<file path="src/rtl/st_trace_capture.sv">
// Store-trace capture: window-filtered stores from the EM-stage port are queued in a FIFO
// and streamed over valid/ready; a fetch of the halt PC stops capture, drains, then flags DONE.
`timescale 1ns/1ps

module st_trace_capture #(
    parameter int          DEPTH    = 16,
    parameter logic [11:0] WIN_BASE = 12'h001,
    parameter logic [31:0] HALT_PC  = 32'h00000064,
    parameter int          CNT_W    = 16
) (
    input  logic             CLK,
    input  logic             RST,
    input  logic [31:0]      PC_IF,
    input  logic             ST_EN,
    input  logic [31:0]      MADDR,
    input  logic [31:0]      MDATAO,
    input  logic [3:0]       MWSTB,
    output logic             TRACE_VALID,
    input  logic             TRACE_READY,
    output logic [67:0]      TRACE_DATA,
    output logic [CNT_W-1:0] DROP_CNT,
    output logic             HALTED,
    output logic             DONE
);

    localparam int AW = $clog2(DEPTH);
    localparam int EW = 68;
    localparam logic [AW:0]      PTR_ONE = 1;
    localparam logic [CNT_W-1:0] CNT_ONE = 1;

    typedef enum logic [1:0] {
        S_RUN,
        S_DRAIN,
        S_DONE
    } state_t;

    state_t            state_reg;
    logic [AW:0]       wr_ptr_reg;
    logic [AW:0]       rd_ptr_reg;
    logic [AW:0]       wr_ptr_next;
    logic [AW:0]       rd_ptr_next;
    logic [EW-1:0]     mem [DEPTH];
    logic [EW-1:0]     data_reg;
    logic [CNT_W-1:0]  drop_reg;
    logic              halted_reg;
    logic              done_reg;

    logic              empty;
    logic              full;
    logic              cap;
    logic              pop;
    logic              push;
    logic              fwd;
    logic              empty_next;
    logic [EW-1:0]     entry;

    assign entry = {MADDR, MDATAO, MWSTB};

    // One extra pointer bit separates full (MSBs differ) from empty (identical).
    assign empty = (wr_ptr_reg == rd_ptr_reg);
    assign full  = (wr_ptr_reg[AW] != rd_ptr_reg[AW]) &&
                   (wr_ptr_reg[AW-1:0] == rd_ptr_reg[AW-1:0]);

    assign cap  = ST_EN && (MADDR[31:20] == WIN_BASE) && (state_reg == S_RUN);
    assign pop  = !empty && TRACE_READY;
    assign push = cap && (!full || pop);

    assign wr_ptr_next = push ? (wr_ptr_reg + PTR_ONE) : wr_ptr_reg;
    assign rd_ptr_next = pop  ? (rd_ptr_reg + PTR_ONE) : rd_ptr_reg;
    assign empty_next  = (wr_ptr_next == rd_ptr_next);

    // The entry being written lands exactly where the next head will be read from.
    assign fwd = push && (wr_ptr_reg[AW-1:0] == rd_ptr_next[AW-1:0]);

    always_ff @(posedge CLK) begin
        if (push && !RST) begin
            mem[wr_ptr_reg[AW-1:0]] <= entry;
        end
    end

    // Head register: registered RAM read addressed by the next read pointer.
    always_ff @(posedge CLK) begin
        if (RST) begin
            data_reg <= '0;
        end else if (fwd) begin
            data_reg <= entry;
        end else begin
            data_reg <= mem[rd_ptr_next[AW-1:0]];
        end
    end

    always_ff @(posedge CLK) begin
        if (RST) begin
            wr_ptr_reg <= '0;
            rd_ptr_reg <= '0;
            drop_reg   <= '0;
            state_reg  <= S_RUN;
            halted_reg <= 1'b0;
            done_reg   <= 1'b0;
        end else begin
            wr_ptr_reg <= wr_ptr_next;
            rd_ptr_reg <= rd_ptr_next;

            if (cap && full && !pop && (drop_reg != '1)) begin
                drop_reg <= drop_reg + CNT_ONE;
            end

            case (state_reg)
                S_RUN: begin
                    if (PC_IF == HALT_PC) begin
                        state_reg  <= S_DRAIN;
                        halted_reg <= 1'b1;
                    end
                end
                S_DRAIN: begin
                    if (empty_next) begin
                        state_reg <= S_DONE;
                        done_reg  <= 1'b1;
                    end
                end
                S_DONE: begin
                    state_reg <= S_DONE;
                end
                default: begin
                    state_reg  <= S_RUN;
                    halted_reg <= 1'b0;
                    done_reg   <= 1'b0;
                end
            endcase
        end
    end

    assign TRACE_VALID = !empty;
    assign TRACE_DATA  = data_reg;
    assign DROP_CNT    = drop_reg;
    assign HALTED      = halted_reg;
    assign DONE        = done_reg;

endmodule

</file>
<file path="config.mk">
export PLATFORM = sky130hd
export DESIGN_NAME = st_trace_capture
export DESIGN_NICKNAME = d
export VERILOG_FILES = /design/src/rtl/st_trace_capture.sv
export SDC_FILE = /design/constraint.sdc
export NUM_CORES = 1
export LEC_CHECK = 0
export ABC_AREA = 1
export BUFFER_PORTS_ARGS = -buffer_cell sky130_fd_sc_hd__buf_2
export CORE_MARGIN = 2
export CORE_UTILIZATION = 40
export DETAILED_ROUTE_END_ITERATION = 16
export REMOVE_ABC_BUFFERS = 1
export SLEW_MARGIN = 10
export SYNTH_ARGS = -nofsm -noshare
export SYNTH_HDL_FRONTEND = slang
export SYNTH_SLANG_ARGS = --single-unit
</file>
<file path="constraint.sdc">
create_clock -name CLK -period 7.8 [get_ports CLK]
set_clock_uncertainty 0.15 [all_clocks]
set_input_delay 0.39 -clock CLK [delete_from_list [all_inputs] [get_ports CLK]]
set_output_delay 0.39 -clock CLK [all_outputs]
set_load 0.02 [all_outputs]
</file>
==> impl_metrics.yaml <==
floorplanning:
  start_util: 0.4026
  dieArea_um2: 127100
  die_x_um: 356.5
  core_um2: 123500
  row_count: 129
  die_height_um: 356.5
  ios: 191
final_layout:
  largest_register_ffs: 1088
  nets: 4741
  fill_cells: 11080
  areaGrowthSynthToFinish_pct: 14.69
  drive_gt1_frac: 0.09968
synth:
  synth_edf_count: 1088
  synth_seq_cells: 1186
  syn_area_um2: 49710
  ys_warn_count: 0
  netlist.area_leader.share: 0.6572
  async_reset_ff_frac: 0
  synth_common_cells: "nand2_1, edfxtp_1, nand3_1"
  yosysMostFrequentCell: "nand2_1"
  avgSynthCellArea_um2: 11.16
  ys_seq_area_frac: 0.6967
  ys_types: 37
  ys_top_cells_by_area: "edfxtp_1, nand2_1, nand3_1"
  synth_area_leader_cell: "edfxtp_1"
  synth_top_flop_cell: "edfxtp_1"
  syn_inst: 4456
critical_path:
  critPathLaunchType: "register"
  timing.rr.start: "wr_ptr_reg[3]$_SDFF_PP0_"
  crit_fanout: 68
  end_kind: "register"
  crit_type: "reg2reg"
  worst_r2r_endpoint: "TRACE_DATA[28]$_SDFF_PP0_"
  critical_path.startpoint: "wr_ptr_reg[3]$_SDFF_PP0_"
  rrSetupSlack_ns: 2.78
  cp.arrival_ns: 5.50
  cp_data_required_time_ns: 8.28
  endpoint: "TRACE_DATA[28]$_SDFF_PP0_"
  r2r_cells: 15
sta:
  finalSetupViolations: 0
  timing.fmax_mhz: 199.2
  period_needed_ns: 5.020
  final.period_utilization: 0.6436
  slew_violations: 0
  hold_viol_final: 0
  finalSetupTns_ns: 0
  tightestPinTransition_ns: 1.295
  slew_headroom: 0.1364
  rsz0062_at_grt: "no"
power_and_ir_drop:
  p_total_mw: 21.12
  power.density_nw_per_um2: 370.4
  power_frac_comb: 0.373
  p_leak_nw: 22.38
  intPower_mw: 12.94
  p_seq_frac: 0.342
  p_clk_frac: 0.285
  p_switching_mw: 8.180
  ir_worst_vdd_v: 0.0004440
  p_sw_frac: 0.3873
cts:
  cts_hold_buf: 72
  worstSkewPairLatency_ns: 0.71
  clkTransAtPathRegs_ns: 0.06
  cts_inserted_buffers: 120
  cts_max_level: 3
  cts_tree: "done"
  cts_post_setup_buffers_inserted: 0
  cts_root_buffer: "clkbuf_16"
  cts_num_sinks: 1186
  cts_buffer_depth: 3
  cts-resized-gates: 0
grt:
  grt_pass1_wl_mm: 197.9
  grt_pass1_vias: 31440
  gr-total-overflow: 0
  antenna_found_initial: 10
  grt_max_degree: 244
  grt_usage: 0.2054
detailed_routing:
  ant_nets: 0
  drtIter0Drc: 3179
  drtPass1Iterations: 6
  vias: 32950
  wire_per_inst_um: 20.74
  post-route-drc-count: 0
  via_per_inst: 5.168
  routed_wl_mm: 132.2
placement:
  io_buffers: 190
  gp_congestion: 0.7917
  place_hpwl_mm: 64.53
job:
  cap_violations: 0
run_status:
  status: "completed"
worst_hold_path:
  hold_start: "RST"
  hold_class: "in2reg"
-- layer usage --
metal	vias to the layer above	track usage	routed length [um]
met3	176	0.03003	9144
met2	1118	0.3345	61960
li1	15590	-	-
met5	-	0	43
met1	16060	0.2908	58660
met4	8	0.04844	2430
-- logic make-up after synthesis --
| group | share of synthesized area |
|---|---|
| AO/OA/AOI/OAI | 0.04961 |
| flip-flops | 0.6967 |
| adder cells (fa/ha/maj) | 0.002265 |
| XOR/XNOR | 0.001737 |
| buffers and inverters | 0.06672 |
| AND/OR/NAND/NOR | 0.1830 |
-- area by class of cell --
cell class,instances,area [um2],area share
Multi-Input combinational cell,2471,11970,0.2099
Sequential cell,1186,34630,0.6074
Timing Repair Buffer,314,2162,0.03792
Clock inverter,60,709.4,0.01244
Antenna cell,3,7.507,0.0001317
Tap cell,1637,2048,0.03592
Inverter,535,2029,0.03559
Clock buffer,169,3461,0.06070
-- cell usage in the layout, fill, tap and decap left out, types with 13 or more instances in the layout --
cell	n
nand2_1	1280
edfxtp_1	1088
nand3_1	560
inv_1	527
o211ai_1	251
buf_2	190
clkbuf_16	123
nand3b_1	117
dfxtp_1	98
dlygate4sd3_1	72
nor2_1	67
a21oi_1	56
buf_4	44
o21ai_0	38
clkbuf_1	25
clkinv_2	24
clkbuf_8	21
nor2_4	16
bufinv_16	16
o21ai_1	15
clkinv_1	13
-- worst min-delay path by stage --
stage	endpoint	slack [ns]	cells past startpoint
finish	DROP_CNT[2]$_SDFFE_PP0P_	0.08	3
global route	wr_ptr_reg[4]$_SDFF_PP0_	0.07	3
CTS	DROP_CNT[2]$_SDFFE_PP0P_	0.04	3
detailed placement	DONE$_SDFFE_PP0P_	0.31	1
global placement	DONE$_SDFFE_PP0P_	0.30	1
floorplan	TRACE_DATA[57]$_SDFF_PP0_	0.31	1
-- critical path, cell delays in order (launching register included) --
cell     delay, ns
dfxtp_1       0.55
inv_2         0.10
nand2_1       0.09
nand2_1       0.06
nor2_2        0.15
nand3_4       0.16
nand2_4       0.14
nand2_1       0.10
nand2_4       0.69
xor2_1        0.25
nor2_4        0.15
buf_4         0.88
nand2_4       0.92
nand3_1       0.35
nand2_1       0.07
inv_1         0.05
-- through the flow --
| stage | area, um2 | worst slack (ns) | hold WS (ns) | cells | util |
|---|---|---|---|---|---|
| 3_5_place_dp | 52120 | 2.841 | 0.3072 | 6071 | 0.4221 |
| 6_report | 57020 | 2.780 | 0.08233 | 6375 | 0.4618 |
| 4_1_cts | 57010 | 2.789 | 0.04182 | 6372 | 0.4617 |
| 2_1_floorplan | 48400 | -7.373 | 0.3115 | 4192 | - |
| 5_1_grt | 57010 | 2.455 | 0.07262 | 6373 | 0.4617 |
| 3_3_place_gp | 52120 | 2.962 | 0.2968 | 6071 | 0.4221 |
-- power groups by stage --
stage / registers, mW / logic (mW) / clock network, mW
2_1_floorplan: 7.44 / 4.68 / 0
3_3_place_gp: 7.38 / 7.74 / 0
3_5_place_dp: 7.37 / 7.82 / 0
4_1_cts: 7.24 / 7.91 / 6.10
5_1_grt: 7.23 / 8.79 / 6.35
6_report: 7.23 / 7.88 / 6.02
Note: power is estimated with default switching activity, not from simulation.
